--- src/rtl/pipe_reg_chain.sv ---
// pipe_reg_chain: DEPTH-stage valid/ready register pipeline with per-stage
// flush. Stage 0 takes the upstream item; stage DEPTH-1 drives the outputs.
// With COLLAPSE=1 an empty stage absorbs a stall, so bubbles are squeezed
// out. With COLLAPSE=0 every stage advances only when out_ready is high.
//
// Handshake: an item moves across an interface on a rising clk edge where
// valid and ready are both high. Valid never depends on ready. in_ready is
// built only from out_ready and the stage valid bits. It never depends on
// in_valid or flush. Data is meaningful only while its valid bit is high.
module pipe_reg_chain #(
    parameter int                DATA_W     = 20,
    parameter int                DEPTH      = 3,
    parameter logic [DATA_W-1:0] PRESET_VAL = '0,
    parameter bit                COLLAPSE   = 1'b1
) (
    input  logic                       clk,
    input  logic                       arst_n,
    input  logic                       in_valid,
    output logic                       in_ready,
    input  logic [DATA_W-1:0]          in_data,
    input  logic [DEPTH-1:0]           flush,
    output logic                       out_valid,
    input  logic                       out_ready,
    output logic [DATA_W-1:0]          out_data,
    output logic [$clog2(DEPTH+1)-1:0] occupancy
);

    localparam int OCC_W = $clog2(DEPTH + 1);

    // Per-stage state.
    logic [DEPTH-1:0]  v;
    logic [DATA_W-1:0] d [DEPTH];

    // r[i] = stage i may load this cycle.
    logic [DEPTH-1:0]  r;
    logic              rdy_acc;

    // Item presented to each stage from its upstream neighbour.
    logic [DEPTH-1:0]  up_v;
    logic [DATA_W-1:0] up_d [DEPTH];

    logic [OCC_W-1:0]  occ_sum;

    // Readiness ripples back from out_ready. In collapse mode an empty stage
    // at or after stage i also frees stage i.
    always_comb begin
        rdy_acc = out_ready;
        for (int i = DEPTH - 1; i >= 0; i--) begin
            if (COLLAPSE) begin
                rdy_acc = rdy_acc | ~v[i];
            end
            r[i] = rdy_acc;
        end
    end

    // Upstream item for each stage: the input port for stage 0, the previous stage otherwise.
    always_comb begin
        up_v[0] = in_valid;
        up_d[0] = in_data;
        for (int i = 1; i < DEPTH; i++) begin
            up_v[i] = v[i-1];
            up_d[i] = d[i-1];
        end
    end

    // Stage registers. Flush wins over load. A bubble clears the valid bit
    // but keeps the old data.
    always_ff @(posedge clk or negedge arst_n) begin
        if (!arst_n) begin
            for (int i = 0; i < DEPTH; i++) begin
                v[i] <= 1'b0;
                d[i] <= PRESET_VAL;
            end
        end else begin
            for (int i = 0; i < DEPTH; i++) begin
                if (flush[i]) begin
                    v[i] <= 1'b0;
                    d[i] <= PRESET_VAL;
                end else if (r[i]) begin
                    v[i] <= up_v[i];
                    if (up_v[i]) begin
                        d[i] <= up_d[i];
                    end
                end
            end
        end
    end

    // Occupancy is the number of valid stages.
    always_comb begin
        occ_sum = '0;
        for (int i = 0; i < DEPTH; i++) begin
            occ_sum = occ_sum + OCC_W'(v[i]);
        end
    end

    assign in_ready  = r[0];
    assign out_valid = v[DEPTH-1];
    assign out_data  = d[DEPTH-1];
    assign occupancy = occ_sum;

endmodule

--- config.mk ---
export PLATFORM = sky130hd
export DESIGN_NAME = pipe_reg_chain
export DESIGN_NICKNAME = d
export VERILOG_FILES = /design/src/rtl/pipe_reg_chain.sv
export SDC_FILE = /design/constraint.sdc
export NUM_CORES = 1
export LEC_CHECK = 0
export ABC_AREA = 1
export CAP_MARGIN = 15
export CORE_MARGIN = 4
export CORE_UTILIZATION = 50
export CTS_BUF_LIST = sky130_fd_sc_hd__clkbuf_8 sky130_fd_sc_hd__clkbuf_16
export DETAILED_ROUTE_END_ITERATION = 16
export GPL_TIMING_DRIVEN = 0
export PLACE_DENSITY = 0.77
export SETUP_SLACK_MARGIN = 0.2
export SLEW_MARGIN = 5
export SYNTH_ARGS = -nofsm -noshare
export SYNTH_HDL_FRONTEND = slang
export SYNTH_SLANG_ARGS = --single-unit
--- constraint.sdc ---
create_clock -name clk -period 1.45 [get_ports clk]
set_input_delay 0.435 -clock clk [delete_from_list [all_inputs] [get_ports clk]]
set_output_delay 0.435 -clock clk [all_outputs]
set_load 0.005 [all_outputs]
# Yosys cells after proc, flatten, opt, wreduce, memory -nomap -nowiden
# Index checks and enable logic that the tools add are counted.
dict set report word_totals {
  ff_bits 63
  latch_bits 0
  ramBits 0
  mem_bits_ro 0
  inputBits 27
  out_inout_bits 24
  wordCells 38
  memories 0
}
dict set report op_classes {
  n_addsub 2
  mul 0
  div 0
  magnitude_cmp 0
  eq_ne 0
  n_shift 0
  mux 15
  n_bitwise 6
  reduce_logical 9
}
# op n
set ops {}
lappend ops {{$mux W20} 9}
lappend ops {{$reduce_bool A2 Y1} 6}
lappend ops {{$mux W1} 6}
lappend ops {{$reduce_and A2 Y1} 3}
lappend ops {{$not A1 Y1} 3}
lappend ops {{$or A1 B1 Y1} 3}
lappend ops {{$add A1 B1 Y2} 1}
lappend ops {{$add A2 B1 Y2} 1}

# Longest topological paths before layout
# Gate-level depths: netlist (run 1).
dict set report logic_depth {
  ltp_word 6
  ltp_mapped 7
  depth_no_buf 6
}

# Worst setup path after synthesis (run 1)
# OpenSTA, ideal clock, no wires.
dict set report synth_path {
  path_kind {reg-to-output}
  start {register v[2]}
  end {output port occupancy[0]}
  arrival_ns 0.982
  required_time_ns 1.015
  path_slack_ns 0.033
  stages_incl_launch_ff 2
  path_buffers 0
  path_cell_list {dfrtp_1 > fa_1}
}
dict set report synth_via {
  elab_chain_len 1
}
# item line_no
set synth_rtl {}
lappend synth_rtl {{start, declared} 31} ;# logic [DEPTH-1:0] v;
lappend synth_rtl {{start signal, assigned by index} 80} ;# v[i] <= up_v[i];
lappend synth_rtl {{$add A2 B1 Y2} 93} ;# occ_sum = occ_sum + OCC_W'(v[i]);
lappend synth_rtl {{end, declared} 25} ;# output logic [$clog2(DEPTH+1)-1:0] occupancy
# No other way between the ends.

# Worst setup path after layout (run 1)
# Ends and elaborated chain as after synthesis.

==> results.py, run 1 <==
metrics = {
    "status": {
        "status": "finished, violations left",
        "violations": "negative setup slack",
    },
    "setup_path": {
        "cpPeakStageDelay_ps": 540,
        "cp_slowest_cell": "fa_1",
        "crit_chain": "fa_1 -> buf_2",
        "ff2ff_path_depth": 9,
        "r2r_slack_ps": 30,
        "worstReg2RegStart": "v[0]$_DFFE_PN0P_",
        "r2r-end": "d[49]$_DFFE_PN0P_",
        "cp.arrival_ps": 1410,
        "worstSetupEndpointType": "primary output",
        "crit_type": "reg -> out",
        "worstPathMaxFanout": 3,
        "cp.required_ps": 1020,
        "startpoint_type": "flop",
    },
    "logic_synthesis": {
        "ys_ff_latch": 63,
        "synth.top_cells.by_area": "dfrtp_1 57%, nand2_1 11%, nand3_1 11%",
        "synth_top_area_share_pct": 56.7,
        "yosys_warnings": 0,
        "synth_cell_types": 14,
        "synth_nets": 332,
        "syn_area_per_cell_um2": 9.14,
        "synthesis.instances": 304,
        "synth_seq_area_share_pct": 56.7,
        "synthesis.area_mm2": 0.00278,
        "synth_top_area_cell": "dfrtp_1",
    },
    "global_route": {
        "grt_pass1_wl_um": 11000,
        "grt_pass1_vias": 2359,
        "antenna_found_initial": 0,
        "grt_usage_pct": 21.7,
        "grt_max_degree": 42,
        "overflow": 0,
    },
    "route": {
        "drcViolationCount": 0,
        "first_pass_iters": 4,
        "avgRoutedWirePerCell_um": 14.3,
        "vias": 2476,
        "drt_iter0_markers": 143,
        "wirelength_um": 6760,
        "ant_nets": 0,
        "viasPerCell": 5.22,
    },
    "finish": {
        "diodes": 0,
        "drive_gt1_share_pct": 39.6,
        "syn_to_final_growth_pct": 54.4,
        "finalNetCount": 427,
        "final_util_pct": 81.9,
    },
    "sta": {
        "setup_viol": 3,
        "finalHoldViolCount": 0,
        "clock_skew_ps": 6.72,
        "worst_slew_pin_slew_ps": 532,
        "layout_worst_path_cycle_share_pct": 127,
        "maxSlewHeadroom_pct": 64.5,
        "slew_viol_final": 0,
        "tns_ps": -984,
        "hold_slack_ps": 70.4,
        "fmax_mhz": 542,
        "period_minus_slack_ps": 1840,
        "finalWorstSetupSlack_ps": -394,
        "rsz0062_at_grt": "true",
    },
    "cts": {
        "path_clk_slew_ps": 70,
        "insertion_delay_ps": 340,
        "cts_made_buffers": 9,
        "htreeDepth": 3,
        "cts_tree": "done",
        "clock_sinks": 63,
        "cts.path.max_buffers": 2,
        "root_buffer": "clkbuf_8",
    },
    "pwr": {
        "p_leak_nw": 2.24,
        "power_density_mw_per_mm2": 890,
        "peakVddDrop_uv": 686,
    },
    "floorplanning": {
        "die_h_um": 82.6,
        "fp.coreArea_mm2": 0.00524,
        "die_x_um": 82.6,
        "ios": 51,
        "start_util_pct": 53.1,
        "die_area_mm2": 0.00681,
        "rows": 26,
    },
    "run": {
        "cap_violations": 0,
    },
    "place": {
        "portBuffers": 50,
        "dp_hpwl_um": 4010,
        "place_congestion": 0.790,
        "post-place-ws_ps": -829,
    },
    "min_path": {
        "hp-class": "in -> async",
    },
}
[critical path, delay by kind of cell (launching register included)]
family / cells / cell delay [ps]
buf+inv: 1 / 110
flops: 1 / 420
fa+ha+maj: 1 / 540
[cells in the mapped netlist]
| cell | count |
|---|---|
| buf_1 | 3 |
| buf_2 | 8 |
| a21oi_1 | 3 |
| inv_1 | 3 |
| fa_1 | 1 |
| dfrtp_1 | 63 |
| buf_4 | 22 |
| nand3_1 | 61 |
| nand2_1 | 84 |
| clkbuf_1 | 13 |
| nor2_1 | 1 |
| nand4_1 | 40 |
| inv_2 | 1 |
| nand4_2 | 1 |
[logic make-up after synthesis]
group | Yosys count | share of synthesized area, %
DFF | 63 | 56.7
adders and majority gates | 1 | 0.720
and+or+nand+nor | 187 | 31.9
buffers and inverters | 50 | 10.1
AOI/OAI and AO/OA | 3 | 0.540
[worst max path at each step]
| stage | startpoint | endpoint | slack [ps] | depth (start not counted) |
|---|---|---|---|---|
| 6_report | v[2]$_DFFE_PN0P_ | occupancy[0] | -390 | 2 |
| 3_5_place_dp | out_ready | in_ready | -830 | 5 |
| 4_1_cts | v[0]$_DFFE_PN0P_ | occupancy[0] | -440 | 2 |
| 2_1_floorplan | v[1]$_DFFE_PN0P_ | occupancy[0] | 60 | 1 |
| 5_1_grt | v[2]$_DFFE_PN0P_ | occupancy[0] | -450 | 2 |
| 3_3_place_gp | arst_n | out_data[13]$_DFFE_PN0P_ | -1930 | 1 |
[cells in the final DEF (no fill, tap or decap), drive strengths merged]
cell	synthesis	final
dlygate4sd2	0	1
dlymetal6s2s	0	1
clkdlybuf4s50	0	23
clkinv	0	2
nand4	41	41
buf	33	95
nand2	84	84
nor2	1	1
fa	1	1
clkbuf	13	22
bufinv	0	1
a21oi	3	3
dfrtp	63	63
inv	4	5
nand3	61	61
[through the flow]
step	cells	area, um^2	total power [mW]
5_1_grt	474	4290	3.99
3_3_place_gp	424	3370	2.15
3_5_place_dp	425	3380	2.17
2_1_floorplan	304	2780	2.00
6_report	474	4290	3.82
4_1_cts	463	4080	3.80
[sequential cells by signal, indices dropped and copies added (netlist names)]
name / count
out_data: 20
d: 40
v: 3
[power breakdown]
part / leakage, nW / switching [mW] / internal (mW)
sequential: 0.859 / 0.0386 / 1.81
combinational: 1.27 / 0.211 / 0.188
clock: 0.114 / 0.653 / 0.922
total: 2.24 / 0.902 / 2.92
[cell type report]
type / count / area, um^2
sequential: 63 / 1580
clock inverter: 4 / 43.8
buffer: 46 / 439
timing repair buffer: 84 / 817
multi-input combinational: 191 / 1140
fill: 320 / 946
tap: 70 / 87.6
inverter: 4 / 15.0
clock buffer: 12 / 165
[metal layers]
metal / GRT usage, % / vias to the layer above / wire [um]
li1: - / 1221 / -
met1: 28.1 / 1159 / 2790
met2: 34.4 / 83 / 3440
met3: 5.21 / 13 / 376
met4: 10.1 / 0 / 146
met5: 0 / - / 0
[timing repair]
| item | in CTS | in global routing |
|---|---|---|
| buffers inserted | 18 | 8 |
| setup endpoints to repair | 86 | 86 |
| endpoints found under the hold margin | 0 | 0 |
| cloned | 4 | 3 |
| resized for setup | 205 | 51 |
| hold buffers | 0 | 0 |
| pin swaps | 5 | 14 |
Power figures use the tool's default switching activity.
==> run 2: changes to the inputs <==
- CORE_UTILIZATION: 50 -> 52
- GPL_TIMING_DRIVEN: 0 -> not set
- PLACE_DENSITY: 0.77 -> 0.79
- clock period: 1.45 -> 2.05 ns (I/O delays scaled with it)
==> run 2 against run 1 <==
  * The run now ends clean
  * Routed wire length is 15% lower
  * Critical path depth stayed put
  * Final area is 17% lower
  * Combinational power is 45% lower
  * Non-clock buffer count is 54 lower
  * Largest power group unchanged
==> results.py, run 2 (synthesis results as in run 1) <==
metrics = {
    "status": {
        "status": "finished, final reports clean",
    },
    "finish": {
        "drive_gt1_share_pct": 14.0,
        "final_cell_area_mm2": 0.00357,
        "final_cell_mix": "84 x nand2_1, 62 x dfrtp_1, 61 x nand3_1, 40 x nand4_1, 37 x clkdlybuf4s50_1",
        "final_util_pct": 69.4,
        "diodes": 0,
        "syn_to_final_growth_pct": 28.3,
        "largest-register": "d",
        "largest_register_ff_count": 40,
        "final_common_cell": "nand2_1",
        "finalNetCount": 373,
        "stdcell_count": 420,
    },
    "route": {
        "avgRoutedWirePerCell_um": 13.6,
        "vias": 2243,
        "viasPerCell": 5.34,
        "ant_nets": 0,
        "wirelength_um": 5720,
        "drt_iter0_markers": 239,
        "drcViolationCount": 0,
        "first_pass_iters": 4,
    },
    "cts": {
        "path_clk_slew_ps": 70,
        "root_buffer": "clkbuf_8",
        "htreeDepth": 3,
        "insertion_delay_ps": 340,
        "cts_made_buffers": 9,
        "cts_tree": "done",
        "cts.path.max_buffers": 2,
        "clock_sinks": 63,
    },
    "setup_path": {
        "cp.arrival_ps": 1390,
        "cp.required_ps": 1430,
        "startpoint_type": "flop",
        "crit_type": "reg -> out",
        "worstSetupEndpointType": "primary output",
        "worstPathMaxFanout": 3,
    },
    "place": {
        "place_congestion": 0.780,
        "placed_cells": 393,
        "portBuffers": 50,
        "post_dp_cell_area_mm2": 0.00323,
        "dp_hpwl_um": 3800,
    },
    "global_route": {
        "grt_usage_pct": 19.6,
        "grt_max_degree": 64,
        "grt_pass1_vias": 2115,
        "grt_pass1_wl_um": 9830,
        "antenna_found_initial": 0,
        "overflow": 0,
    },
    "sta": {
        "maxSlewHeadroom_pct": 59.8,
        "fmax_mhz": 499,
        "rsz0062_at_grt": "true",
        "period_minus_slack_ps": 2000,
        "slew_viol_final": 0,
        "setup_viol": 0,
        "clock_skew_ps": 8.22,
        "layout_worst_path_cycle_share_pct": 97.8,
        "tns_ps": 0,
        "finalHoldViolCount": 0,
        "worst_slew_pin_slew_ps": 603,
    },
    "floorplanning": {
        "rows": 26,
        "die_area_mm2": 0.00658,
        "start_util_pct": 54.1,
        "die_x_um": 81.1,
        "ios": 51,
        "die_h_um": 81.1,
        "fp.coreArea_mm2": 0.00514,
    },
    "min_path": {
        "hp-class": "in -> async",
    },
    "pwr": {
        "power_density_mw_per_mm2": 713,
        "peakVddDrop_uv": 369,
        "p_leak_nw": 1.98,
    },
    "run": {
        "cap_violations": 0,
    },
}
run 2: cell types whose count changed in the layout (fill, tap and decap cells not counted), moves of 2 or more:
cell and change:
nand3_4 -2, nand3_2 -24, dlymetal6s2s_1 +6, nand2_1 +8
nand3_1 +26, clkbuf_2 -9, nand2_4 -2, clkdlybuf4s50_1 +14
nand2_2 -4, buf_6 -61, buf_2 -6, nand2_8 -2
run 2: through the flow:
step	hold slack [ps]	setup slack [ps]	total power [mW]
after CTS	275	22.5	2.56
final	278	45.4	2.54
after global routing	284	-6.04	2.66
after floorplan	319	453	1.41
after detailed placement	460	-343	1.54
after global placement	457	-321	1.53
run 2: layer usage:
metal,track usage (%),vias up,wire [um]
met4,7.09,0,109
met5,0,-,0
met3,5.65,11,345
li1,-,1103,-
met1,25.7,1053,2600
met2,31.2,76,2660
run 2: what timing repair did:
action                                  in CTS  in global routing
endpoints found under the setup margin       6                 15
hold buffers                                 0                  0
cloned                                       1                  0
gates resized for setup                     18                  7
buffers inserted                             2                  8
pin swaps                                    1                  0
run 2: path summary, 6_finish.rpt:
| kind | from | end | slack, ps | cells after the start |
|---|---|---|---|---|
| setup / recovery | v[0]$_DFFE_PN0P_ | occupancy[1] | 50 | 2 |
| hold / removal | arst_n | out_data[16]$_DFFE_PN0P_ | 280 | 2 |
| setup reg to reg | v[0]$_DFFE_PN0P_ | d[55]$_DFFE_PN0P_ | 540 | 7 |
| hold reg to reg | d[27]$_DFFE_PN0P_ | out_data[7]$_DFFE_PN0P_ | 480 | 2 |
| max in group asynchronous | arst_n | v[0]$_DFFE_PN0P_ | 1510 | 2 |
| min in group clk | d[27]$_DFFE_PN0P_ | out_data[7]$_DFFE_PN0P_ | 480 | 2 |
run 2: power breakdown:
group          internal (mW)  switching, mW  total [mW]
combinational          0.103          0.117       0.220
sequential              1.28         0.0230        1.30
clock                  0.565          0.457        1.02
total                   1.95          0.597        2.54
run 2: critical path: stages, from the launching register on:
cell and delay (ps):
dfrtp_2 450, fa_1 380, clkdlybuf4s15_2 220
run 2: layout make-up:
type	count	area [um^2]
Multi-Input combinational cell	191	931
Tap cell	70	87.6
Clock buffer	13	179
Inverter	4	15.0
Clock inverter	3	15.0
Fill cell	430	1570
Sequential cell	63	1580
Timing Repair Buffer	76	761
